==> src/rtl/mem_ext_arbiter.sv <==
// ============================================================================
// Module      : mem_ext_arbiter
// Description : Round-robin two-requester arbiter/sequencer in front of the
//               mem_ext W0/R0 ports, with per-requester read response buffers.
// Revision    : 1.0 - initial release
// ============================================================================
`default_nettype none

module mem_ext_arbiter #(
    parameter int ADDR_W = 28,
    parameter int DATA_W = 64
) (
    input  logic                  clock,
    input  logic                  reset,

    input  logic [1:0]            req_valid,
    output logic [1:0]            req_ready,
    input  logic [1:0]            req_write,
    input  logic [ADDR_W-1:0]     req_addr_0,
    input  logic [ADDR_W-1:0]     req_addr_1,
    input  logic [DATA_W-1:0]     req_data_0,
    input  logic [DATA_W-1:0]     req_data_1,
    input  logic [DATA_W/8-1:0]   req_mask_0,
    input  logic [DATA_W/8-1:0]   req_mask_1,

    output logic [1:0]            rsp_valid,
    input  logic [1:0]            rsp_ready,
    output logic [DATA_W-1:0]     rsp_data_0,
    output logic [DATA_W-1:0]     rsp_data_1,

    output logic                  W0_en,
    output logic [ADDR_W-1:0]     W0_addr,
    output logic [DATA_W-1:0]     W0_data,
    output logic [DATA_W/8-1:0]   W0_mask,
    output logic                  R0_en,
    output logic [ADDR_W-1:0]     R0_addr,
    input  logic [DATA_W-1:0]     R0_data
);

    localparam int MASK_W = DATA_W / 8;

    logic                 r_last;
    logic [1:0]           r_inflight;
    logic [1:0]           w_hold_valid;
    logic [1:0]           w_slot_free;
    logic [1:0]           w_elig;
    logic [1:0]           w_grant;
    logic                 w_win;
    logic                 w_win_write;
    logic                 w_wr_go;
    logic                 w_rd_go;
    logic [ADDR_W-1:0]    w_win_addr;
    logic [DATA_W-1:0]    w_win_data;
    logic [MASK_W-1:0]    w_win_mask;

    logic [ADDR_W-1:0]    r_w0_addr;
    logic [DATA_W-1:0]    r_w0_data;
    logic [MASK_W-1:0]    r_w0_mask;
    logic [ADDR_W-1:0]    r_r0_addr;

    // Per-requester response path: a hold buffer catches R0_data when the
    // requester stalls, so the other requester's next read cannot clobber it.
    generate
        for (genvar gi = 0; gi < 2; gi++) begin : g_rsp
            logic              r_hold_valid;
            logic [DATA_W-1:0] r_hold_data;

            always_ff @(posedge clock) begin
                if (reset) begin
                    r_hold_valid <= 1'b0;
                    r_hold_data  <= '0;
                end else if (r_hold_valid && rsp_ready[gi]) begin
                    r_hold_valid <= 1'b0;
                end else if (r_inflight[gi] && !rsp_ready[gi]) begin
                    r_hold_valid <= 1'b1;
                    r_hold_data  <= R0_data;
                end
            end

            assign w_hold_valid[gi] = r_hold_valid;
            assign w_slot_free[gi]  = !r_hold_valid && (!r_inflight[gi] || rsp_ready[gi]);
            assign w_elig[gi]       = req_valid[gi] && (req_write[gi] || w_slot_free[gi]);
            assign rsp_valid[gi]    = r_hold_valid || r_inflight[gi];
        end
    endgenerate

    assign rsp_data_0 = w_hold_valid[0] ? g_rsp[0].r_hold_data : R0_data;
    assign rsp_data_1 = w_hold_valid[1] ? g_rsp[1].r_hold_data : R0_data;

    // On a tie the requester that did not win last time is granted.
    always_comb begin
        w_grant = 2'b00;
        w_win   = 1'b0;
        if (!reset) begin
            case (w_elig)
                2'b01: begin
                    w_grant = 2'b01;
                    w_win   = 1'b0;
                end
                2'b10: begin
                    w_grant = 2'b10;
                    w_win   = 1'b1;
                end
                2'b11: begin
                    w_win   = ~r_last;
                    w_grant = r_last ? 2'b01 : 2'b10;
                end
                default: begin
                    w_grant = 2'b00;
                    w_win   = 1'b0;
                end
            endcase
        end
    end

    assign w_win_write = req_write[w_win];
    assign w_win_addr  = w_win ? req_addr_1 : req_addr_0;
    assign w_win_data  = w_win ? req_data_1 : req_data_0;
    assign w_win_mask  = w_win ? req_mask_1 : req_mask_0;

    assign w_wr_go = (|w_grant) && w_win_write;
    assign w_rd_go = (|w_grant) && !w_win_write;

    assign req_ready = w_grant;
    assign W0_en     = w_wr_go;
    assign R0_en     = w_rd_go;

    // Address/data outputs keep their last driven value when idle.
    assign W0_addr = w_wr_go ? w_win_addr : r_w0_addr;
    assign W0_data = w_wr_go ? w_win_data : r_w0_data;
    assign W0_mask = w_wr_go ? w_win_mask : r_w0_mask;
    assign R0_addr = w_rd_go ? w_win_addr : r_r0_addr;

    always_ff @(posedge clock) begin
        if (reset) begin
            r_last     <= 1'b1;
            r_inflight <= 2'b00;
            r_w0_addr  <= '0;
            r_w0_data  <= '0;
            r_w0_mask  <= '0;
            r_r0_addr  <= '0;
        end else begin
            if (|w_grant) begin
                r_last <= w_win;
            end
            r_inflight <= w_grant & ~req_write;
            if (w_wr_go) begin
                r_w0_addr <= w_win_addr;
                r_w0_data <= w_win_data;
                r_w0_mask <= w_win_mask;
            end
            if (w_rd_go) begin
                r_r0_addr <= w_win_addr;
            end
        end
    end

endmodule

`default_nettype wire

==> config.mk <==
export PLATFORM = sky130hd
export DESIGN_NAME = mem_ext_arbiter
export DESIGN_NICKNAME = d
export VERILOG_FILES = /design/src/rtl/mem_ext_arbiter.sv
export SDC_FILE = /design/constraint.sdc
export NUM_CORES = 1
export LEC_CHECK = 0
export ABC_AREA = 1
export CAP_MARGIN = 20
export CORE_AREA = 2 2 209 211
export DETAILED_ROUTE_END_ITERATION = 12
export DIE_AREA = 0 0 211 213
export PLACE_DENSITY = 0.69
export SYNTH_ARGS = -nofsm -noshare
export SYNTH_HDL_FRONTEND = slang
export SYNTH_SLANG_ARGS = --single-unit
==> constraint.sdc <==
create_clock -name clock -period 2.33 [get_ports clock]
set_input_delay 0.466 -clock clock [delete_from_list [all_inputs] [get_ports clock]]
set_output_delay 0.466 -clock clock [all_outputs]
set_load 0.01 [all_outputs]
==> flow_summary.json, run 1 <==
{
  "numCtsBuffers": 30,
  "layout_setup_ws_ns": -0.685,
  "grt_max_degree": 131,
  "final.setup.tns_ns": -76.15,
  "insertion_delay_ns": 0.57,
  "avgSynthCellArea_um2": 6.03,
  "ys.flop_type": "dfxtp_1",
  "synth_edf_count": 0,
  "violations": "setup timing",
  "slowest_delay_ns": 0.33,
  "p_leak_nw": 14.1,
  "rr_startpoint": "r_inflight[1]$_SDFF_PP0_",
  "clock-sinks": 261,
  "drtIter0Drc": 1627,
  "rsz0062_at_grt": "true",
  "syn_nets": 2577,
  "grt_pass1_vias": 16800,
  "vias_per_cell": 5.01,
  "hold_path.class": "input pin to register",
  "cp-end-kind": "output port",
  "drv_slew": 0,
  "hold_viol_final": 0,
  "route.detailed.drc": 0,
  "wl_per_cell_um": 19.1,
  "die_x_um": 211,
  "core_area_mm2": 0.0427,
  "required_ns": 1.86,
  "io_pins": 534,
  "cp_num_buf_inv": 6,
  "hold_path_end": "g_rsp[0].r_hold_valid$_SDFFE_PP0P_",
  "reg2reg_to": "r_w0_data[13]$_SDFF_PP0_",
  "maxCapViolCount": 0,
  "min_period_ns": 3.01,
  "cts-root-buf": "clkbuf_16",
  "antenna_found_initial": 3,
  "dieArea_mm2": 0.0449,
  "rrSetupSlack_ns": -0.60,
  "gr-total-overflow": 0,
  "drtPass1Iterations": 5,
  "io_buffers": 533,
  "area.growth.synth_to_final_pct": 86.6,
  "powerDensity_mw_per_mm2": 567,
  "cts_tree": "yes",
  "worst_slew_pin_slew_ns": 0.925,
  "arrival_ns": 2.55,
  "ys_top_cells_by_count": "585 x nand2_1, 533 x inv_1, 261 x dfxtp_1",
  "grt_use_met1_pct": 29.9,
  "htree_levels": 1,
  "met2_usage_pct": 43.3,
  "worst_path_most_repeated_cell": "nand2_2",
  "critPathLaunchType": "register",
  "synth_area_mm2": 0.0139,
  "grt_pass1_wl_mm": 90.0,
  "grtUsageTotal_pct": 25.2,
  "fmax_mhz": 332,
  "synth_top_cell_area_share_pct": 37.6,
  "totalWireLength_mm": 69.2,
  "drive_gt1_share_pct": 29.0,
  "yosysWarnings": 0,
  "max-clock-path-buffers": 3,
  "syn_inst": 2305,
  "period_share_pct": 129,
  "vias": 18200,
  "critPathTopFamily": "simple AND/OR/NAND/NOR gates",
  "seq_area_frac_synth_pct": 37.6,
  "post-place-ws_ns": -1.09,
  "yosysTopAreaCell": "dfxtp_1",
  "die_y_um": 213,
  "r2r_cells": 24,
  "top_usage_layer": "met2",
  "holdPathStages": 3,
  "gp_congestion": 0.915,
  "row_count": 76,
  "synth.area.top_cells": "dfxtp_1 38%, nand2_1 16%, inv_1 14%",
  "clock_skew_ns": 0.0136,
  "synth-seq-cells": 261,
  "setup_violations": 138,
  "initial_utilization_pct": 32.6,
  "met3_usage_pct": 5.07,
  "worstSetupPathType": "register to output port",
  "ir_drop_uv": 444,
  "hold_buffers": 0,
  "ant_nets": 0,
  "slew_headroom_pct": 38.3,
  "crit_slowest_cell": "dfxtp_2",
  "cp_max_fo": 7,
  "status": "finished, violations left",
  "hpwl_mm": 37.0,
  "path_clk_slew_ns": 0.06,
  "yosysMostFrequentCell": "nand2_1",
  "yosysUniqueCellTypes": 18,
  "fill_cells": 3456,
  "crit_chain": "nand2_2 > nand2_2 > nand2_2 > nand2_4 > nor2_4 > buf_6 > buf_12 > buf_16 > buf_12 > nand3_2 > nand2_1 > nand3_1 > nand2_2 > inv_1 > buf_2",
  "min_from": "rsp_ready[0]",
  "layout.nets": 3330,
  "synthArstFlopShare_pct": 0
}
==> report_power, final <==
part           switching (mW)  leakage, nW  internal (mW)  total [mW]
logic                    2.46         11.4           2.46        4.92
registers              0.0922         2.14           4.72        4.81
clock network            2.01        0.500           2.95        4.97
total                    4.57         14.1           10.1        14.7
==> worst max-delay path by stage <==
stage | start | endpoint | slack, ns | cells after the start
after global placement | rsp_ready[0] | W0_addr[2] | -1.11 | 13
final | r_inflight[1]$_SDFF_PP0_ | W0_data[1] | -0.68 | 15
after CTS | r_inflight[1]$_SDFF_PP0_ | R0_addr[8] | -0.95 | 14
after floorplan | rsp_ready[1] | R0_addr[26] | 0.27 | 14
after detailed placement | rsp_ready[0] | W0_data[59] | -1.09 | 14
after global routing | r_inflight[1]$_SDFF_PP0_ | R0_addr[10] | -0.79 | 16
==> metal layers <==
layer	share of wire (%)	wire length, µm	vias to the layer above
met5	0	0	-
met4	6.8	4730	0
met3	8.7	6050	300
met2	48	32900	1044
met1	37	25600	8413
li1	-	-	8442
==> what timing repair did <==
action                     in CTS  in global routing
gates resized for setup       364                882
gates cloned                   24                 24
pin swaps                      26                149
setup endpoints to repair     262                273
buffers inserted              139                 84
==> per-stage QoR <==
step	utilization, %	cell area [µm²]	hold WS, ns	power (mW)	instances
after detailed placement	47.9	20500	0.522	8.46	3355
after global routing	60.7	25900	0.256	15.3	3629
after global placement	47.9	20500	0.517	8.44	3355
final	60.7	25900	0.265	14.7	3630
after CTS	55.1	23500	0.327	14.0	3572
after floorplan	-	13900	0.478	6.39	2305
==> cell usage in the layout (no fill, tap or decap), types with 2 or more instances in the layout <==
cell type / Yosys / routed
a21oi_1: 128 / 128
and3_1: 2 / 2
buf_12: 0 / 49
buf_16: 0 / 24
buf_2: 49 / 33
buf_4: 7 / 198
buf_6: 11 / 119
buf_8: 0 / 8
bufinv_16: 0 / 3
clkbuf_1: 90 / 7
clkbuf_16: 0 / 50
clkbuf_2: 0 / 26
clkbuf_8: 0 / 6
clkdlybuf4s50_1: 0 / 269
clkinv_2: 0 / 5
clkinv_4: 0 / 2
dfxtp_1: 261 / 258
dfxtp_4: 0 / 2
diode_2: 0 / 4
dlygate4sd2_1: 0 / 2
dlymetal6s2s_1: 0 / 131
inv_1: 533 / 467
inv_2: 2 / 65
nand2_1: 585 / 411
nand2_2: 12 / 149
nand2_4: 0 / 34
nand2_8: 0 / 3
nand3_1: 235 / 137
nand3_2: 0 / 76
nand3_4: 0 / 22
nor2_1: 129 / 124
nor2_2: 0 / 4
nor2_4: 1 / 2
o21ai_0: 256 / 239
o21ai_1: 0 / 12
o21ai_2: 0 / 4
or2_2: 2 / 2
==> logic make-up after synthesis <==
family / after synthesis / share of synthesized area (%)
simple gates: 966 / 28.5
buf+inv: 692 / 19.9
compound gates: 386 / 13.9
flops: 261 / 37.6
==> state kept, by name (all words and copies together) (netlist names) <==
name	flops
g_rsp.r_hold_data	128
r_w0_data	64
r_r0_addr	28
r_w0_addr	28
r_w0_mask	8
g_rsp.r_hold_valid	2
r_inflight	2
r_last	1
==> worst min-delay path, delay by kind of cell <==
family / cells / cell delay (ns)
simple gates: 1 / 0.17
buf+inv: 2 / 0.15
==> area by class of cell <==
cell class	instances	area [µm²]	area share, %
clock buffer	44	885	3.41
multi-input combinational	1352	7260	28.0
tap	546	683	2.63
sequential	261	5230	20.2
clock inverter	10	139	0.536
timing repair buffer	878	9710	37.4
antenna	4	10.0	0.0386
inverter	535	2010	7.76
(Power assumes the default switching activity.)
==> run 2: changes to the inputs <==
REMOVE_ABC_BUFFERS = 1   (was not set)
TNS_END_PERCENT = 20   (was not set)
==> flow_summary.json, run 2 (same netlist as run 1, synthesis figures left out) <==
{
  "p_sw_share_pct": 29.4,
  "die_y_um": 213,
  "max-clock-path-buffers": 3,
  "layout.nets": 3220,
  "clock-sinks": 261,
  "worstSetupPathType": "input pin to output port",
  "dp.cells": 3346,
  "violations": "setup timing",
  "final_common_cell": "inv_1",
  "power_mw": 13.8,
  "period_share_pct": 132,
  "critPathLaunchType": "input pin",
  "route.detailed.drc": 0,
  "cts-root-buf": "clkbuf_16",
  "maxCapViolCount": 0,
  "io_pins": 534,
  "gp_congestion": 0.970,
  "wl_per_cell_um": 16.8,
  "worst_slew_pin_slew_ns": 1.16,
  "p_clk_share_pct": 35.3,
  "totalWireLength_mm": 59.2,
  "area.growth.synth_to_final_pct": 67.7,
  "dieArea_mm2": 0.0449,
  "pwr-share-comb_pct": 29.9,
  "vias_per_cell": 4.76,
  "fmax_mhz": 326,
  "ir_drop_uv": 527,
  "regMostFlops": "g_rsp.r_hold_data",
  "io_buffers": 533,
  "rsz0062_at_grt": "true",
  "min_period_ns": 3.07,
  "path_clk_slew_ns": 0.06,
  "drv_slew": 0,
  "antenna_found_initial": 15,
  "grt_max_degree": 129,
  "gr-total-overflow": 0,
  "slew_headroom_pct": 22.8,
  "drtPass1Iterations": 6,
  "core_area_mm2": 0.0427,
  "row_count": 76,
  "seqPwrFrac_pct": 34.8,
  "cp_max_fo": 17,
  "fin_cells": 3532,
  "powerDensity_mw_per_mm2": 592,
  "status": "finished, violations left",
  "grtUsageTotal_pct": 24.6,
  "hold_buffers": 0,
  "cp-end-kind": "output port",
  "vias": 16800,
  "clock_skew_ns": 0.00796,
  "p_leak_nw": 12.1,
  "arrival_ns": 2.61,
  "switching_power_mw": 4.05,
  "die_x_um": 211,
  "hpwl_mm": 37.8,
  "grt_pass1_vias": 16000,
  "required_ns": 1.86,
  "layout_setup_ws_ns": -0.741,
  "setup_violations": 259,
  "htree_levels": 1,
  "largest_register_ffs": 128,
  "insertion_delay_ns": 0.56,
  "top_regs": "g_rsp.r_hold_data (128), r_w0_data (64)",
  "grt_pass1_wl_mm": 87.3,
  "hold_viol_final": 0,
  "internal_power_mw": 9.74,
  "drive_gt1_share_pct": 18.9,
  "cts_tree": "yes",
  "ant_nets": 0,
  "hold_path.class": "input pin to register",
  "drtIter0Drc": 1355,
  "numCtsBuffers": 30,
  "layout_common_cells": "511 x inv_1, 507 x nand2_1, 400 x clkdlybuf4s50_1, 257 x dfxtp_1, 255 x o21ai_0",
  "initial_utilization_pct": 32.6
}
run 2: cell type report:
type,count,area (µm²)
Inverter,535,2010
Sequential cell,261,5240
Antenna cell,15,37.5
Tap cell,546,683
Multi-Input combinational cell,1352,6380
Timing Repair Buffer,768,7930
Clock inverter,12,141
Clock buffer,43,881
Fill cell,4049,19400
run 2: worst paths after layout:
check	start	slack, ns	to	depth (start not counted)
setup / recovery	rsp_ready[0]	-0.74	R0_en	12
hold / removal	reset	0.43	r_inflight[1]$_SDFF_PP0_	5
setup reg to reg	r_inflight[1]$_SDFF_PP0_	-0.72	r_w0_data[59]$_SDFF_PP0_	24
hold reg to reg	r_w0_data[25]$_SDFF_PP0_	0.53	r_w0_data[25]$_SDFF_PP0_	4
run 2: through the flow:
| step | setup WS [ns] | TNS [ns] | util, % | cell area [µm²] | hold slack (ns) |
|---|---|---|---|---|---|
| 3_5_place_dp | -1.15 | -177.81 | 47.7 | 20400 | 0.516 |
| 5_1_grt | -0.857 | -155.41 | 54.6 | 23300 | 0.421 |
| 6_report | -0.741 | -123.72 | 54.6 | 23300 | 0.427 |
| 2_1_floorplan | -6.16 | -1602.01 | - | 13100 | 0.478 |
| 4_1_cts | -0.755 | -137.03 | 53.9 | 23000 | 0.361 |
| 3_3_place_gp | -1.13 | -166.74 | 47.7 | 20400 | 0.517 |
run 2: power by group through the flow:
stage / Clock [mW] / Combinational [mW] / Sequential, mW
floorplan: 0 / 1.40 / 4.88
global placement: 0 / 3.48 / 4.88
detailed placement: 0 / 3.50 / 4.89
CTS: 4.96 / 3.96 / 4.79
global route: 5.17 / 4.43 / 4.82
finish: 4.87 / 4.12 / 4.80
run 2: worst max-delay path, cell delays in order:
cell	delay, ns
clkdlybuf4s50_1	0.48
inv_2	0.05
nand2_2	0.07
nand2_2	0.07
nand2_2	0.11
nand2_2	0.08
a21oi_4	0.21
buf_6	0.15
nand3_1	0.12
buf_6	0.20
inv_1	0.06
clkdlybuf4s50_1	0.52
run 2: routing by layer:
| layer | wire, µm | GRT usage (%) | up-vias |
|---|---|---|---|
| met3 | 4870 | 5.43 | 117 |
| met1 | 23700 | 29.5 | 7740 |
| met5 | 0 | 0 | - |
| li1 | - | - | 8235 |
| met4 | 1910 | 9.64 | 0 |
| met2 | 28800 | 42.9 | 731 |
run 2: timing repair:
item	4_1_cts	5_1_grt
resized for setup	466	272
buffers inserted	77	12
setup endpoints to repair	260	265
pin swaps	33	26
cloned	25	6
